[src/rtl/fft_seq_ctrl_if.sv]
// Handshake and data bundle between the FFT frame sequencer and its environment
// (ADC stream, sample RAM, FFT core, peak detector and CPU result port).
interface fft_seq_ctrl_if #(
  parameter int RAM_ADDR_WIDTH   = 8,
  parameter int INOUT_DATA_WIDTH = 16
);
  logic                        arm;
  logic                        continuous;
  logic                        abort;
  logic                        adc_valid;
  logic [INOUT_DATA_WIDTH-1:0] adc_data;
  logic                        smp_wen;
  logic [RAM_ADDR_WIDTH-1:0]   smp_waddr;
  logic [INOUT_DATA_WIDTH-1:0] smp_wdata;
  logic                        fft_start;
  logic                        fft_done;
  logic [RAM_ADDR_WIDTH-1:0]   peak_addr1;
  logic [RAM_ADDR_WIDTH-1:0]   peak_addr2;
  logic                        res_valid;
  logic                        res_ack;
  logic [RAM_ADDR_WIDTH-1:0]   res_max1;
  logic [RAM_ADDR_WIDTH-1:0]   res_max2;
  logic                        busy;
  logic                        timeout_err;
  logic [15:0]                 frame_cnt;

  modport master (
    input  arm, continuous, abort, adc_valid, adc_data,
    input  fft_done, peak_addr1, peak_addr2, res_ack,
    output smp_wen, smp_waddr, smp_wdata, fft_start,
    output res_valid, res_max1, res_max2, busy, timeout_err, frame_cnt
  );

  modport slave (
    output arm, continuous, abort, adc_valid, adc_data,
    output fft_done, peak_addr1, peak_addr2, res_ack,
    input  smp_wen, smp_waddr, smp_wdata, fft_start,
    input  res_valid, res_max1, res_max2, busy, timeout_err, frame_cnt
  );
endinterface

[src/rtl/fft_seq_ctrl.sv]
// Frame sequencer for the 256-point FFT: fills the sample RAM, starts the core,
// waits for done with a timeout and holds the two peak bins for the CPU.
module fft_seq_ctrl #(
  parameter int RAM_ADDR_WIDTH   = 8,
  parameter int INOUT_DATA_WIDTH = 16,
  parameter int DONE_TIMEOUT     = 4096
) (
  input logic             clk,
  input logic             rst_n,
  fft_seq_ctrl_if.master  bus
);

  localparam int                        TW        = $clog2(DONE_TIMEOUT + 1);
  localparam logic [TW-1:0]             TMO_LAST  = TW'(DONE_TIMEOUT - 1);
  localparam logic [RAM_ADDR_WIDTH-1:0] LAST_ADDR = '1;

  typedef enum logic [2:0] {
    S_IDLE, S_FILL, S_START, S_RUN, S_CAPTURE, S_REPORT
  } state_e;

  state_e                      state_q, state_d;
  logic [RAM_ADDR_WIDTH-1:0]   cnt_q, cnt_d;
  logic [TW-1:0]               tmo_q, tmo_d, tmo_inc;
  logic                        done_prev_q;
  logic                        smp_wen_q, smp_wen_d;
  logic [RAM_ADDR_WIDTH-1:0]   smp_waddr_q, smp_waddr_d;
  logic [INOUT_DATA_WIDTH-1:0] smp_wdata_q, smp_wdata_d;
  logic                        fft_start_q, fft_start_d;
  logic                        res_valid_q, res_valid_d;
  logic [RAM_ADDR_WIDTH-1:0]   res_max1_q, res_max1_d;
  logic [RAM_ADDR_WIDTH-1:0]   res_max2_q, res_max2_d;
  logic                        busy_q, busy_d;
  logic                        timeout_err_q, timeout_err_d;
  logic [15:0]                 frame_cnt_q, frame_cnt_d;

  assign tmo_inc = tmo_q + 1'b1;

  always_comb begin
    state_d       = state_q;
    cnt_d         = cnt_q;
    tmo_d         = tmo_q;
    smp_wen_d     = 1'b0;
    smp_waddr_d   = smp_waddr_q;
    smp_wdata_d   = smp_wdata_q;
    fft_start_d   = 1'b0;
    res_valid_d   = res_valid_q;
    res_max1_d    = res_max1_q;
    res_max2_d    = res_max2_q;
    timeout_err_d = timeout_err_q;
    frame_cnt_d   = frame_cnt_q;

    if (bus.abort) begin
      state_d     = S_IDLE;
      res_valid_d = 1'b0;
    end else begin
      unique case (state_q)
        S_IDLE: begin
          if (bus.arm) begin
            state_d       = S_FILL;
            cnt_d         = '0;
            timeout_err_d = 1'b0;
          end
        end
        S_FILL: begin
          if (bus.adc_valid) begin
            smp_wen_d   = 1'b1;
            smp_waddr_d = cnt_q;
            smp_wdata_d = bus.adc_data;
            cnt_d       = cnt_q + 1'b1;
            if (cnt_q == LAST_ADDR) state_d = S_START;
          end
        end
        S_START: begin
          fft_start_d = 1'b1;
          tmo_d       = '0;
          state_d     = S_RUN;
        end
        S_RUN: begin
          // A completion edge in the same cycle as the timeout still counts as done.
          if (bus.fft_done && !done_prev_q) begin
            state_d = S_CAPTURE;
          end else if (tmo_inc == TMO_LAST) begin
            timeout_err_d = 1'b1;
            state_d       = S_IDLE;
          end else begin
            tmo_d = tmo_inc;
          end
        end
        S_CAPTURE: begin
          res_max1_d  = bus.peak_addr1;
          res_max2_d  = bus.peak_addr2;
          frame_cnt_d = frame_cnt_q + 16'd1;
          res_valid_d = 1'b1;
          state_d     = S_REPORT;
        end
        S_REPORT: begin
          if (bus.res_ack) begin
            res_valid_d = 1'b0;
            if (bus.continuous) begin
              state_d = S_FILL;
              cnt_d   = '0;
            end else begin
              state_d = S_IDLE;
            end
          end
        end
        default: state_d = S_IDLE;
      endcase
    end

    busy_d = (state_d != S_IDLE);
  end

  // done_prev tracks the raw input every cycle, so a done level carried over
  // from an earlier frame must fall and rise again before RUN will accept it.
  always_ff @(posedge clk or negedge rst_n) begin
    if (!rst_n) begin
      state_q       <= S_IDLE;
      cnt_q         <= '0;
      tmo_q         <= '0;
      done_prev_q   <= 1'b0;
      smp_wen_q     <= 1'b0;
      smp_waddr_q   <= '0;
      smp_wdata_q   <= '0;
      fft_start_q   <= 1'b0;
      res_valid_q   <= 1'b0;
      res_max1_q    <= '0;
      res_max2_q    <= '0;
      busy_q        <= 1'b0;
      timeout_err_q <= 1'b0;
      frame_cnt_q   <= '0;
    end else begin
      state_q       <= state_d;
      cnt_q         <= cnt_d;
      tmo_q         <= tmo_d;
      done_prev_q   <= bus.fft_done;
      smp_wen_q     <= smp_wen_d;
      smp_waddr_q   <= smp_waddr_d;
      smp_wdata_q   <= smp_wdata_d;
      fft_start_q   <= fft_start_d;
      res_valid_q   <= res_valid_d;
      res_max1_q    <= res_max1_d;
      res_max2_q    <= res_max2_d;
      busy_q        <= busy_d;
      timeout_err_q <= timeout_err_d;
      frame_cnt_q   <= frame_cnt_d;
    end
  end

  assign bus.smp_wen     = smp_wen_q;
  assign bus.smp_waddr   = smp_waddr_q;
  assign bus.smp_wdata   = smp_wdata_q;
  assign bus.fft_start   = fft_start_q;
  assign bus.res_valid   = res_valid_q;
  assign bus.res_max1    = res_max1_q;
  assign bus.res_max2    = res_max2_q;
  assign bus.busy        = busy_q;
  assign bus.timeout_err = timeout_err_q;
  assign bus.frame_cnt   = frame_cnt_q;

endmodule

[src/flat_wrapper.sv]
// flat-port wrapper written by rule: the top's interface ports become plain ports
module fft_seq_ctrl_flat 
#(
  parameter int RAM_ADDR_WIDTH   = 8,
  parameter int INOUT_DATA_WIDTH = 16,
  parameter int DONE_TIMEOUT     = 4096
)
  (clk, rst_n, bus_arm, bus_continuous, bus_abort, bus_adc_valid, bus_adc_data, bus_fft_done, bus_peak_addr1, bus_peak_addr2, bus_res_ack, bus_smp_wen, bus_smp_waddr, bus_smp_wdata, bus_fft_start, bus_res_valid, bus_res_max1, bus_res_max2, bus_busy, bus_timeout_err, bus_frame_cnt);
  fft_seq_ctrl_if #(.RAM_ADDR_WIDTH(RAM_ADDR_WIDTH), .INOUT_DATA_WIDTH(INOUT_DATA_WIDTH)) bus_i ();
  input logic clk;
  input logic rst_n;
  input wire logic [$bits(bus_i.arm)-1:0] bus_arm;
  input wire logic [$bits(bus_i.continuous)-1:0] bus_continuous;
  input wire logic [$bits(bus_i.abort)-1:0] bus_abort;
  input wire logic [$bits(bus_i.adc_valid)-1:0] bus_adc_valid;
  input wire logic [$bits(bus_i.adc_data)-1:0] bus_adc_data;
  input wire logic [$bits(bus_i.fft_done)-1:0] bus_fft_done;
  input wire logic [$bits(bus_i.peak_addr1)-1:0] bus_peak_addr1;
  input wire logic [$bits(bus_i.peak_addr2)-1:0] bus_peak_addr2;
  input wire logic [$bits(bus_i.res_ack)-1:0] bus_res_ack;
  output wire logic [$bits(bus_i.smp_wen)-1:0] bus_smp_wen;
  output wire logic [$bits(bus_i.smp_waddr)-1:0] bus_smp_waddr;
  output wire logic [$bits(bus_i.smp_wdata)-1:0] bus_smp_wdata;
  output wire logic [$bits(bus_i.fft_start)-1:0] bus_fft_start;
  output wire logic [$bits(bus_i.res_valid)-1:0] bus_res_valid;
  output wire logic [$bits(bus_i.res_max1)-1:0] bus_res_max1;
  output wire logic [$bits(bus_i.res_max2)-1:0] bus_res_max2;
  output wire logic [$bits(bus_i.busy)-1:0] bus_busy;
  output wire logic [$bits(bus_i.timeout_err)-1:0] bus_timeout_err;
  output wire logic [$bits(bus_i.frame_cnt)-1:0] bus_frame_cnt;
  assign bus_i.arm = bus_arm;
  assign bus_i.continuous = bus_continuous;
  assign bus_i.abort = bus_abort;
  assign bus_i.adc_valid = bus_adc_valid;
  assign bus_i.adc_data = bus_adc_data;
  assign bus_i.fft_done = bus_fft_done;
  assign bus_i.peak_addr1 = bus_peak_addr1;
  assign bus_i.peak_addr2 = bus_peak_addr2;
  assign bus_i.res_ack = bus_res_ack;
  assign bus_smp_wen = bus_i.smp_wen;
  assign bus_smp_waddr = bus_i.smp_waddr;
  assign bus_smp_wdata = bus_i.smp_wdata;
  assign bus_fft_start = bus_i.fft_start;
  assign bus_res_valid = bus_i.res_valid;
  assign bus_res_max1 = bus_i.res_max1;
  assign bus_res_max2 = bus_i.res_max2;
  assign bus_busy = bus_i.busy;
  assign bus_timeout_err = bus_i.timeout_err;
  assign bus_frame_cnt = bus_i.frame_cnt;
  fft_seq_ctrl #(.RAM_ADDR_WIDTH(RAM_ADDR_WIDTH), .INOUT_DATA_WIDTH(INOUT_DATA_WIDTH), .DONE_TIMEOUT(DONE_TIMEOUT)) u_core (.clk(clk), .rst_n(rst_n), .bus(bus_i));
endmodule
[config.mk]
export PLATFORM = sky130hd
export DESIGN_NAME = fft_seq_ctrl_flat
export DESIGN_NICKNAME = d
export VERILOG_FILES = /design/src/rtl/fft_seq_ctrl_if.sv /design/src/rtl/fft_seq_ctrl.sv /design/src/flat_wrapper.sv
export SDC_FILE = /design/constraint.sdc
export NUM_CORES = 1
export LEC_CHECK = 0
export CAP_MARGIN = 20
export CORE_MARGIN = 2
export CORE_UTILIZATION = 50
export CTS_BUF_LIST = sky130_fd_sc_hd__clkbuf_8
export DETAILED_ROUTE_END_ITERATION = 12
export PLACE_DENSITY_LB_ADDON = 0.08
export SLEW_MARGIN = 20
export SYNTH_ARGS = -nofsm -noshare
export SYNTH_HDL_FRONTEND = slang
export SYNTH_SLANG_ARGS = --single-unit
[constraint.sdc]
create_clock -name clk -period 2.3 [get_ports clk]
set_input_delay 0.345 -clock clk [delete_from_list [all_inputs] [get_ports clk]]
set_output_delay 0.345 -clock clk [all_outputs]
set_load 0.05 [all_outputs]
==> flow_metrics.py, run 1 <==
metrics = {
    "logic_synthesis": {
        "synth_edf_count": 0,
        "syn_area_um2": 3970,
        "ys_types": 53,
        "async_flop_share_pct": 100,
        "ys.flop_type": "dfrtp_1",
        "synth-seq-cells": 86,
        "yosysSeqAreaShare_pct": 54.2,
        "syn-num-nets": 448,
        "avgSynthCellArea_um2": 9.83,
        "yosys_warnings": 0,
        "synthCells": 404,
    },
    "clock_tree": {
        "clkSinkCount": 86,
        "cts_tree": "done",
        "ctsRootBufferMaster": "clkbuf_8",
        "cts_max_path_buffers": 2,
        "cts_resized": 0,
        "cts_made_buffers": 9,
        "htree_levels": 3,
        "clk_latency_ns": 0.36,
        "clkTransAtPathRegs_ns": 0.09,
    },
    "drt": {
        "avgViaCountPerCell": 5.37,
        "drt_first_pass_iters": 4,
        "drt_iter0_markers": 89,
        "antenna_left": 0,
        "drt_wl_total_um": 9130,
        "wl_per_cell_um": 14.7,
        "drc": 0,
        "vias": 3336,
    },
    "power": {
        "p_leak_nw": 2.46,
        "peakVddDrop_mv": 0.375,
        "power_density_nw_per_um2": 690,
    },
    "timing": {
        "maxSlewViolCount": 0,
        "holdWs_ns": 0.456,
        "finalSetupViolations": 0,
        "fmax_ghz": 0.469,
        "fin_crit_ns": 2.13,
        "rsz0062_at_grt": "no",
        "slew_headroom_pct": 64.5,
        "fin_tns_setup_ns": 0,
        "skew_ns": 0.0105,
        "tightest_slew_ns": 0.530,
        "post-route-period-util_pct": 92.7,
        "hold_viol": 0,
    },
    "global_route": {
        "track_usage_pct": 22.4,
        "grt_start_max_net_pins": 49,
        "grt_pass1_vias": 3139,
        "grt_pass1_wl_um": 15300,
        "antenna_found_initial": 0,
        "grt_overflow": 0,
    },
    "status": {
        "status": "finished, final reports clean",
    },
    "critical_path": {
        "crit_type": "reg2reg",
        "critPathLaunchType": "flip-flop",
        "required_ns": 2.58,
        "critPathArrivalTime_ns": 2.41,
        "crit_path_end_kind": "flip-flop",
        "critPathMaxFanout": 8,
    },
    "placement": {
        "gp_congestion": 0.941,
        "place_inst": 604,
        "dp_hpwl_um": 6660,
        "postPlaceCellArea_um2": 5140,
        "port_buffers": 100,
    },
    "floorplanning": {
        "dieWidth_um": 93.1,
        "die_h_um": 93.1,
        "fp-row-count": 32,
        "initial_utilization_pct": 51.4,
        "die_area_um2": 8670,
        "core_um2": 7730,
        "pin_count": 101,
    },
    "finish": {
        "layout.nets": 558,
        "final-instance-count-excl-fill": 621,
        "layout_commonest_cell": "nand2_1",
        "design_area_um2": 5370,
        "antenna_cells": 0,
        "syn_to_final_growth_pct": 35.2,
        "final_util_pct": 69.5,
        "drive_above_1_share_pct": 12.1,
        "mostFrequentLayoutCells": "nand2_1, clkdlybuf4s50_1, dfrtp_1",
    },
    "min_path": {
        "worstHoldPathType": "in2reg",
    },
    "flow_run": {
        "cap_violations": 0,
    },
}
power by group:
part / internal, W / total [W] / switching (W)
combinational: 0.000289 / 0.000830 / 0.000540
clock: 0.000615 / 0.00117 / 0.000559
sequential: 0.00162 / 0.00170 / 0.0000778
what timing repair did:
| item | in CTS | in global routing |
|---|---|---|
| hold buffers | 1 | 0 |
| setup buffers | 0 | 0 |
| endpoints found under the hold margin | 38 | 0 |
metrics by stage:
step | worst slack, ns | power [W]
after floorplan | 0.239 | 0.00222
after global placement | 0.181 | 0.00255
after detailed placement | 0.103 | 0.00257
after CTS | 0.174 | 0.00373
after global routing | 0.0657 | 0.00387
final | 0.168 | 0.00371
critical path, cell delays in order, from the launching register on:
cell	delay, ns
dfrtp_1	0.40
ha_1	0.28
nand2b_1	0.21
or4b_4	0.50
a21oi_2	0.15
a21oi_2	0.07
o31a_1	0.33
mux2i_1	0.13
layout make-up:
cell class	instances	area, um2
repair buffers	118	1150
clock inverters	7	96.3
clock buffers	9	124
fillers	594	2360
well taps	102	128
inverters	6	22.5
multi-input cells	293	1700
flip-flops and latches	86	2150
cells in the mapped netlist, types with 6 or more instances:
master / count / area [um2]
xnor2_1: 10 / 87.6
xor2_1: 6 / 52.6
a21oi_1: 12 / 60.1
clkbuf_1: 7 / 26.3
o21ai_0: 22 / 110
nand3_1: 16 / 80.1
nand4_1: 9 / 56.3
nand2_1: 101 / 379
dfrtp_1: 86 / 2150
mux2_2: 17 / 191
nor3_1: 8 / 40.0
nor2_1: 27 / 101
buf_2: 6 / 30.0
metal layers:
| layer | vias up | track usage (%) | routed length (um) |
|---|---|---|---|
| met2 | 122 | 34.9 | 4220 |
| li1 | 1615 | - | - |
| met4 | 0 | 8.82 | 182 |
| met3 | 18 | 4.19 | 588 |
| met1 | 1581 | 31.1 | 4140 |
| met5 | - | 0 | 0 |
flip-flops by register name (all words and copies together) (netlist names), 3 cells and up:
register	flops
u_core.state_q	3
u_core.cnt_q	8
u_core.bus.res_max1	8
u_core.bus.frame_cnt	16
u_core.tmo_q	13
u_core.bus.smp_wdata	16
u_core.bus.res_max2	8
u_core.bus.smp_waddr	8
logic make-up after synthesis:
| group | count (synthesis) | share of synthesized area [%] |
|---|---|---|
| compound gates | 63 | 9.86 |
| simple gates | 192 | 23.1 |
| flops | 86 | 54.2 |
| mux | 18 | 5.07 |
| buf+inv | 25 | 3.02 |
| fa+ha+maj | 4 | 1.26 |
| xor+xnor | 16 | 3.53 |
final timing paths:
path,from,endpoint,cells past startpoint,slack [ns]
worst min-delay path,bus_fft_done,u_core.done_prev_q$_DFF_PN0_,1,0.46
worst max-delay path,u_core.tmo_q[1]$_DFFE_PN0P_,u_core.tmo_q[0]$_DFFE_PN0P_,7,0.17
worst max register to register,u_core.tmo_q[1]$_DFFE_PN0P_,u_core.tmo_q[0]$_DFFE_PN0P_,7,0.17
worst min register to register,u_core.bus.frame_cnt[15]$_DFFE_PN0P_,u_core.bus.frame_cnt[15]$_DFFE_PN0P_,1,0.47
min in group asynchronous,rst_n,u_core.bus.frame_cnt[13]$_DFFE_PN0P_,2,0.49
max in group asynchronous,rst_n,u_core.bus.frame_cnt[3]$_DFFE_PN0P_,3,1.17
Note: power is estimated with default switching activity, not from simulation.
==> run 2, diff against run 1 <==
--- a/config.mk
+++ b/config.mk
@@ -5,8 +5,8 @@
 export SDC_FILE = /design/constraint.sdc
 export NUM_CORES = 1
 export LEC_CHECK = 0
+export ABC_AREA = 1
 export CAP_MARGIN = 20
-export CORE_MARGIN = 2
 export CORE_UTILIZATION = 50
 export CTS_BUF_LIST = sky130_fd_sc_hd__clkbuf_8
 export DETAILED_ROUTE_END_ITERATION = 12
==> flow_metrics.py, run 2 <==
metrics = {
    "status": {
        "status": "finished, final reports clean",
    },
    "drt": {
        "avgViaCountPerCell": 4.90,
        "vias": 3569,
        "drt_wl_total_um": 9040,
        "drt_first_pass_iters": 4,
        "drt_iter0_markers": 156,
        "wl_per_cell_um": 12.4,
        "antenna_left": 0,
        "drc": 0,
    },
    "critical_path": {
        "rr_startpoint": "u_core.tmo_q[1]$_DFFE_PN0P_",
        "critPathArrivalTime_ns": 2.27,
        "crit_cells": 10,
        "worstPathCellList": "ha_1 -> nand3_1 -> nor2_4 -> nand3b_1 -> nand2_1 -> nand3_1 -> nor2_1 -> nand3_2 -> nand2_8 -> o21ai_0",
        "reg2regPathDepth": 10,
        "crit_type": "reg2reg",
        "required_ns": 2.51,
        "critPathLaunchType": "flip-flop",
        "cp_slowest_cell": "dfrtp_1",
        "crit_path_frequent_cell": "nand3_1",
        "max_stage_delay_ns": 0.44,
        "crit_path_end_kind": "flip-flop",
        "critPathMaxFanout": 26,
        "path_buf_inv": 0,
        "cp_top_family": "simple AND/OR/NAND/NOR gates",
        "critical_path.startpoint": "u_core.tmo_q[1]$_DFFE_PN0P_",
    },
    "clock_tree": {
        "cts_max_path_buffers": 2,
        "htree_levels": 3,
        "cts_tree": "done",
        "clkSinkCount": 86,
        "clkTransAtPathRegs_ns": 0.09,
        "cts_made_buffers": 9,
        "ctsRootBufferMaster": "clkbuf_8",
        "clk_latency_ns": 0.35,
    },
    "global_route": {
        "grt_pass1_vias": 3458,
        "grt_overflow": 0,
        "track_usage_pct": 22.7,
        "grt_start_max_net_pins": 41,
        "antenna_found_initial": 0,
        "grt_pass1_wl_um": 15400,
    },
    "timing": {
        "skew_ns": 0.0138,
        "fin_tns_setup_ns": 0,
        "maxSlewViolCount": 0,
        "rsz0062_at_grt": "no",
        "fin_crit_ns": 2.05,
        "tightest_slew_ns": 0.532,
        "finalSetupViolations": 0,
        "fmax_ghz": 0.487,
        "post-route-period-util_pct": 89.3,
        "slew_headroom_pct": 64.4,
        "hold_viol": 0,
    },
    "floorplanning": {
        "core_um2": 7810,
        "die_area_um2": 8550,
        "fp-row-count": 32,
        "die_h_um": 92.5,
        "dieWidth_um": 92.5,
        "pin_count": 101,
        "initial_utilization_pct": 52.4,
    },
    "placement": {
        "place_inst": 711,
        "port_buffers": 100,
        "dp_hpwl_um": 6550,
        "gp_congestion": 0.838,
    },
    "finish": {
        "syn_to_final_growth_pct": 34.4,
        "layout_commonest_cell": "nand2_1",
        "layout.nets": 665,
        "mostFrequentLayoutCells": "nand2_1, clkdlybuf4s50_1, dfrtp_1",
        "antenna_cells": 0,
        "final-instance-count-excl-fill": 728,
        "drive_above_1_share_pct": 7.03,
    },
    "power": {
        "p_leak_nw": 2.63,
        "swShare_pct": 32.4,
        "peakVddDrop_mv": 0.351,
        "combPwrFrac_pct": 26.5,
        "switchingPower_w": 0.00133,
        "seq_power_share_pct": 42.5,
        "pwr-share-clk_pct": 31.1,
        "power_density_nw_per_um2": 747,
        "p_int_w": 0.00278,
    },
    "logic_synthesis": {
        "synthCells": 512,
        "yosysTopAreaCellShare_pct": 52.6,
        "syn-num-nets": 556,
        "ys.flop_type": "dfrtp_1",
        "async_flop_share_pct": 100,
        "ys_top_cells_by_area": "dfrtp_1, nand2_1, inv_1, nor2_1, xor2_1",
        "yosysSeqAreaShare_pct": 52.6,
        "avgSynthCellArea_um2": 7.99,
        "synth_top_area_cell": "dfrtp_1",
        "synth_commonest_cells": "nand2_1, dfrtp_1, inv_1",
        "syn_area_um2": 4090,
        "ys_types": 32,
        "yosys_warnings": 0,
        "yosysMostFrequentCell": "nand2_1",
        "synth-seq-cells": 86,
        "synth_edf_count": 0,
    },
    "flow_run": {
        "cap_violations": 0,
    },
    "min_path": {
        "worstHoldPathType": "in2async",
    },
}
[run 2: cell types whose count changed after synthesis, sizes merged, moves of 6 or more]
cell,change
nand2,+110
inv,+47
nor2,+23
mux2,-17
a21oi,-11
xor2,+8
xnor2,-7
nand3,+6
[run 2: cells by family (layout without fill, tap and decap cells)]
logic type                 after synthesis  count (layout)  synth area share [%]
AOI/OAI and AO/OA                       38              38                  5.78
xor gates and xnor gates                17              17                  3.64
and+or+nand+nor                        303             303                  30.4
buffers and inverters                   64             178                  6.39
DFF                                     86              86                  52.6
adders and majority gates                4               4                  1.22
[run 2: final cells by class]
cell class,count,area (um2)
fill,659,2310
sequential,86,2150
multi-input combinational,362,1690
timing repair buffer,110,1090
inverter,52,195
clock buffer,10,138
tap,102,128
clock inverter,6,110
[run 2: stage by stage]
stage	power [W]	worst slack, ns	utilization [%]	hold WS (ns)	area (um2)
6_report	0.00411	0.247	70.4	0.458	5500
5_1_grt	0.00427	0.0274	70.4	0.470	5500
4_1_cts	0.00415	0.172	70.3	0.461	5490
3_5_place_dp	0.00287	0.210	67.0	0.314	5230
3_3_place_gp	0.00284	0.262	67.0	0.306	5230
2_1_floorplan	0.00242	0.333	-	0.0494	4090
[run 2: per-layer routing]
metal | vias up | part of all wire, % | global-route usage, %
li1 | 1810 | - | -
met1 | 1653 | 43 | 28.4
met2 | 91 | 50 | 39.0
met3 | 15 | 4.7 | 4.11
met4 | 0 | 1.9 | 8.46
met5 | - | 0 | 0
[run 2: repair_timing]
action	4_1_cts	5_1_grt
endpoints found under the setup margin	0	7
setup buffers	0	0
endpoints found under the hold margin	29	0
resized for setup	0	1
hold buffers	1	0
[run 2: final timing paths]
path | endpoint | slack [ns]
worst max-delay path | u_core.tmo_q[7]$_DFFE_PN0P_ | 0.25
min in group clk | u_core.done_prev_q$_DFF_PN0_ | 0.47
worst min register to register | u_core.bus.smp_wdata[0]$_DFFE_PN0P_ | 0.48
worst max register to register | u_core.tmo_q[7]$_DFFE_PN0P_ | 0.25
max in group asynchronous | u_core.bus.res_max1[2]$_DFFE_PN0P_ | 1.25
worst min-delay path | u_core.tmo_q[5]$_DFFE_PN0P_ | 0.46
[run 2: power groups by stage]
stage	registers, W	logic, W	clock network (W)
2_1_floorplan	0.00227	0.000155	0
3_3_place_gp	0.00176	0.00108	0
3_5_place_dp	0.00177	0.00109	0
4_1_cts	0.00175	0.00110	0.00130
5_1_grt	0.00176	0.00115	0.00136
6_report	0.00175	0.00109	0.00128
==> run 3, diff against run 2 <==
==> constraint.sdc (replaced) <==
create_clock -name clk -period 2.3 [get_ports clk]
set_input_delay 0.46 -clock clk [delete_from_list [all_inputs] [get_ports clk]]
set_output_delay 0.46 -clock clk [all_outputs]
set_load 0.05 [all_outputs]
==> flow_metrics.py, run 3 (synthesis gave the netlist of run 2 again) <==
metrics = {
    "status": {
        "status": "finished, final reports clean",
    },
    "finish": {
        "drive_above_1_share_pct": 6.89,
        "layout_commonest_cell": "nand2_1",
        "syn_to_final_growth_pct": 33.1,
        "mostFrequentLayoutCells": "nand2_1, clkdlybuf4s50_1, dfrtp_1",
        "fill_cells": 650,
        "layout.nets": 664,
        "antenna_cells": 0,
    },
    "floorplanning": {
        "core_um2": 7810,
        "initial_utilization_pct": 52.4,
        "die_h_um": 92.5,
        "die_area_um2": 8550,
        "dieWidth_um": 92.5,
        "pin_count": 101,
        "fp-row-count": 32,
    },
    "global_route": {
        "grt_pass1_wl_um": 15100,
        "grt_pass1_vias": 3441,
        "track_usage_pct": 22.0,
        "antenna_found_initial": 0,
        "grt_start_max_net_pins": 54,
        "grt_overflow": 0,
    },
    "placement": {
        "gp_congestion": 0.858,
        "dp_hpwl_um": 6330,
        "port_buffers": 100,
    },
    "critical_path": {
        "path_buf_inv": 1,
        "setup.reg_to_reg.worst_slack_ns": 0.19,
        "crit_path_end_kind": "output port",
        "cp_slowest_cell": "clkdlybuf4s50_1",
        "cp-endpoint": "bus_frame_cnt[7]",
        "critical_path.startpoint": "u_core.bus.frame_cnt[7]$_DFFE_PN0P_",
        "critPathLaunchType": "flip-flop",
        "critPathMaxFanout": 7,
        "r2r-end": "u_core.tmo_q[1]$_DFFE_PN0P_",
        "crit_type": "reg2out",
        "worstPathCellList": "clkdlybuf4s50_1",
        "crit_cells": 1,
        "required_ns": 1.84,
        "max_stage_delay_ns": 0.85,
        "cp_top_family": "buffers and inverters",
        "reg2regPathDepth": 11,
        "critPathArrivalTime_ns": 1.66,
        "rr_startpoint": "u_core.tmo_q[1]$_DFFE_PN0P_",
    },
    "drt": {
        "avgViaCountPerCell": 4.89,
        "antenna_left": 0,
        "drt_iter0_markers": 143,
        "wl_per_cell_um": 12.0,
        "drt_first_pass_iters": 4,
        "drt_wl_total_um": 8740,
        "drc": 0,
        "vias": 3547,
    },
    "timing": {
        "maxSlewViolCount": 0,
        "slew_headroom_pct": 64.5,
        "finalSetupViolations": 0,
        "hold_viol": 0,
        "tightest_slew_ns": 0.531,
        "rsz0062_at_grt": "no",
        "fin_crit_ns": 2.12,
        "post-route-period-util_pct": 92.3,
        "fmax_ghz": 0.471,
        "skew_ns": 0.00861,
        "fin_tns_setup_ns": 0,
    },
    "clock_tree": {
        "cts_tree": "done",
        "ctsRootBufferMaster": "clkbuf_8",
        "post_cts.repair.setup_buffers": 0,
        "cts_max_path_buffers": 2,
        "clkSinkCount": 86,
        "hold_buffers": 0,
        "cts_made_buffers": 9,
        "clkTransAtPathRegs_ns": 0.09,
        "cts_resized": 0,
        "clk_latency_ns": 0.34,
        "htree_levels": 3,
    },
    "power": {
        "p_total_w": 0.00396,
        "power_density_nw_per_um2": 727,
        "p_leak_nw": 2.61,
        "peakVddDrop_mv": 0.385,
    },
    "flow_run": {
        "cap_violations": 0,
    },
    "min_path": {
        "worstHoldPathType": "in2async",
    },
}
run 3: cell types whose count changed in the layout (fill, tap and decap cells not counted), sizes merged:
cell	previous run	this run
bufinv	3	2
clkbuf	10	9
clkinv	1	2
dlygate4sd3	1	0
run 3: area by class of cell:
cell class	instances	area [um2]	share of cell area [%]
sequential	86	2150	39.5
multi-input combinational	362	1680	30.8
timing repair buffer	109	1080	19.8
inverter	52	195	3.59
tap	102	128	2.34
clock buffer	9	124	2.28
clock inverter	6	88.8	1.63
run 3: through the flow:
step / worst slack [ns] / hold WS [ns] / area (um2) / utilization, % / cells
after floorplan: 0.333 / 0.164 / 4090 / - / 512
after global placement: 0.156 / 0.441 / 5230 / 67.0 / 711
after detailed placement: 0.115 / 0.443 / 5230 / 67.0 / 711
after CTS: 0.163 / 0.0621 / 5440 / 69.7 / 726
after global routing: 0.0260 / 0.0787 / 5440 / 69.7 / 726
final: 0.177 / 0.0519 / 5440 / 69.7 / 726
run 3: per-layer routing:
metal	up-vias	GRT usage (%)	share of wire, %
met5	-	0	0
li1	1806	-	-
met2	74	38.6	48
met1	1655	27.7	46
met3	12	4.02	4.3
met4	0	6.77	1.6
run 3: where the power goes:
| group | switching (W) | total [W] | internal (W) | leakage (nW) |
|---|---|---|---|---|
| sequential | 0.0000804 | 0.00174 | 0.00166 | 1.13 |
| combinational | 0.000715 | 0.00108 | 0.000368 | 1.37 |
| clock | 0.000528 | 0.00113 | 0.000606 | 0.107 |
run 3: how the worst min path moves through the flow:
stage	start	end	slack, ns	cells after the start
floorplan	rst_n	u_core.bus.busy$_DFF_PN0_	0.16	0
global placement	rst_n	u_core.tmo_q[6]$_DFFE_PN0P_	0.44	1
detailed placement	rst_n	u_core.tmo_q[6]$_DFFE_PN0P_	0.44	1
CTS	rst_n	u_core.tmo_q[6]$_DFFE_PN0P_	0.06	1
global route	rst_n	u_core.tmo_q[6]$_DFFE_PN0P_	0.08	1
finish	rst_n	u_core.tmo_q[6]$_DFFE_PN0P_	0.05	1
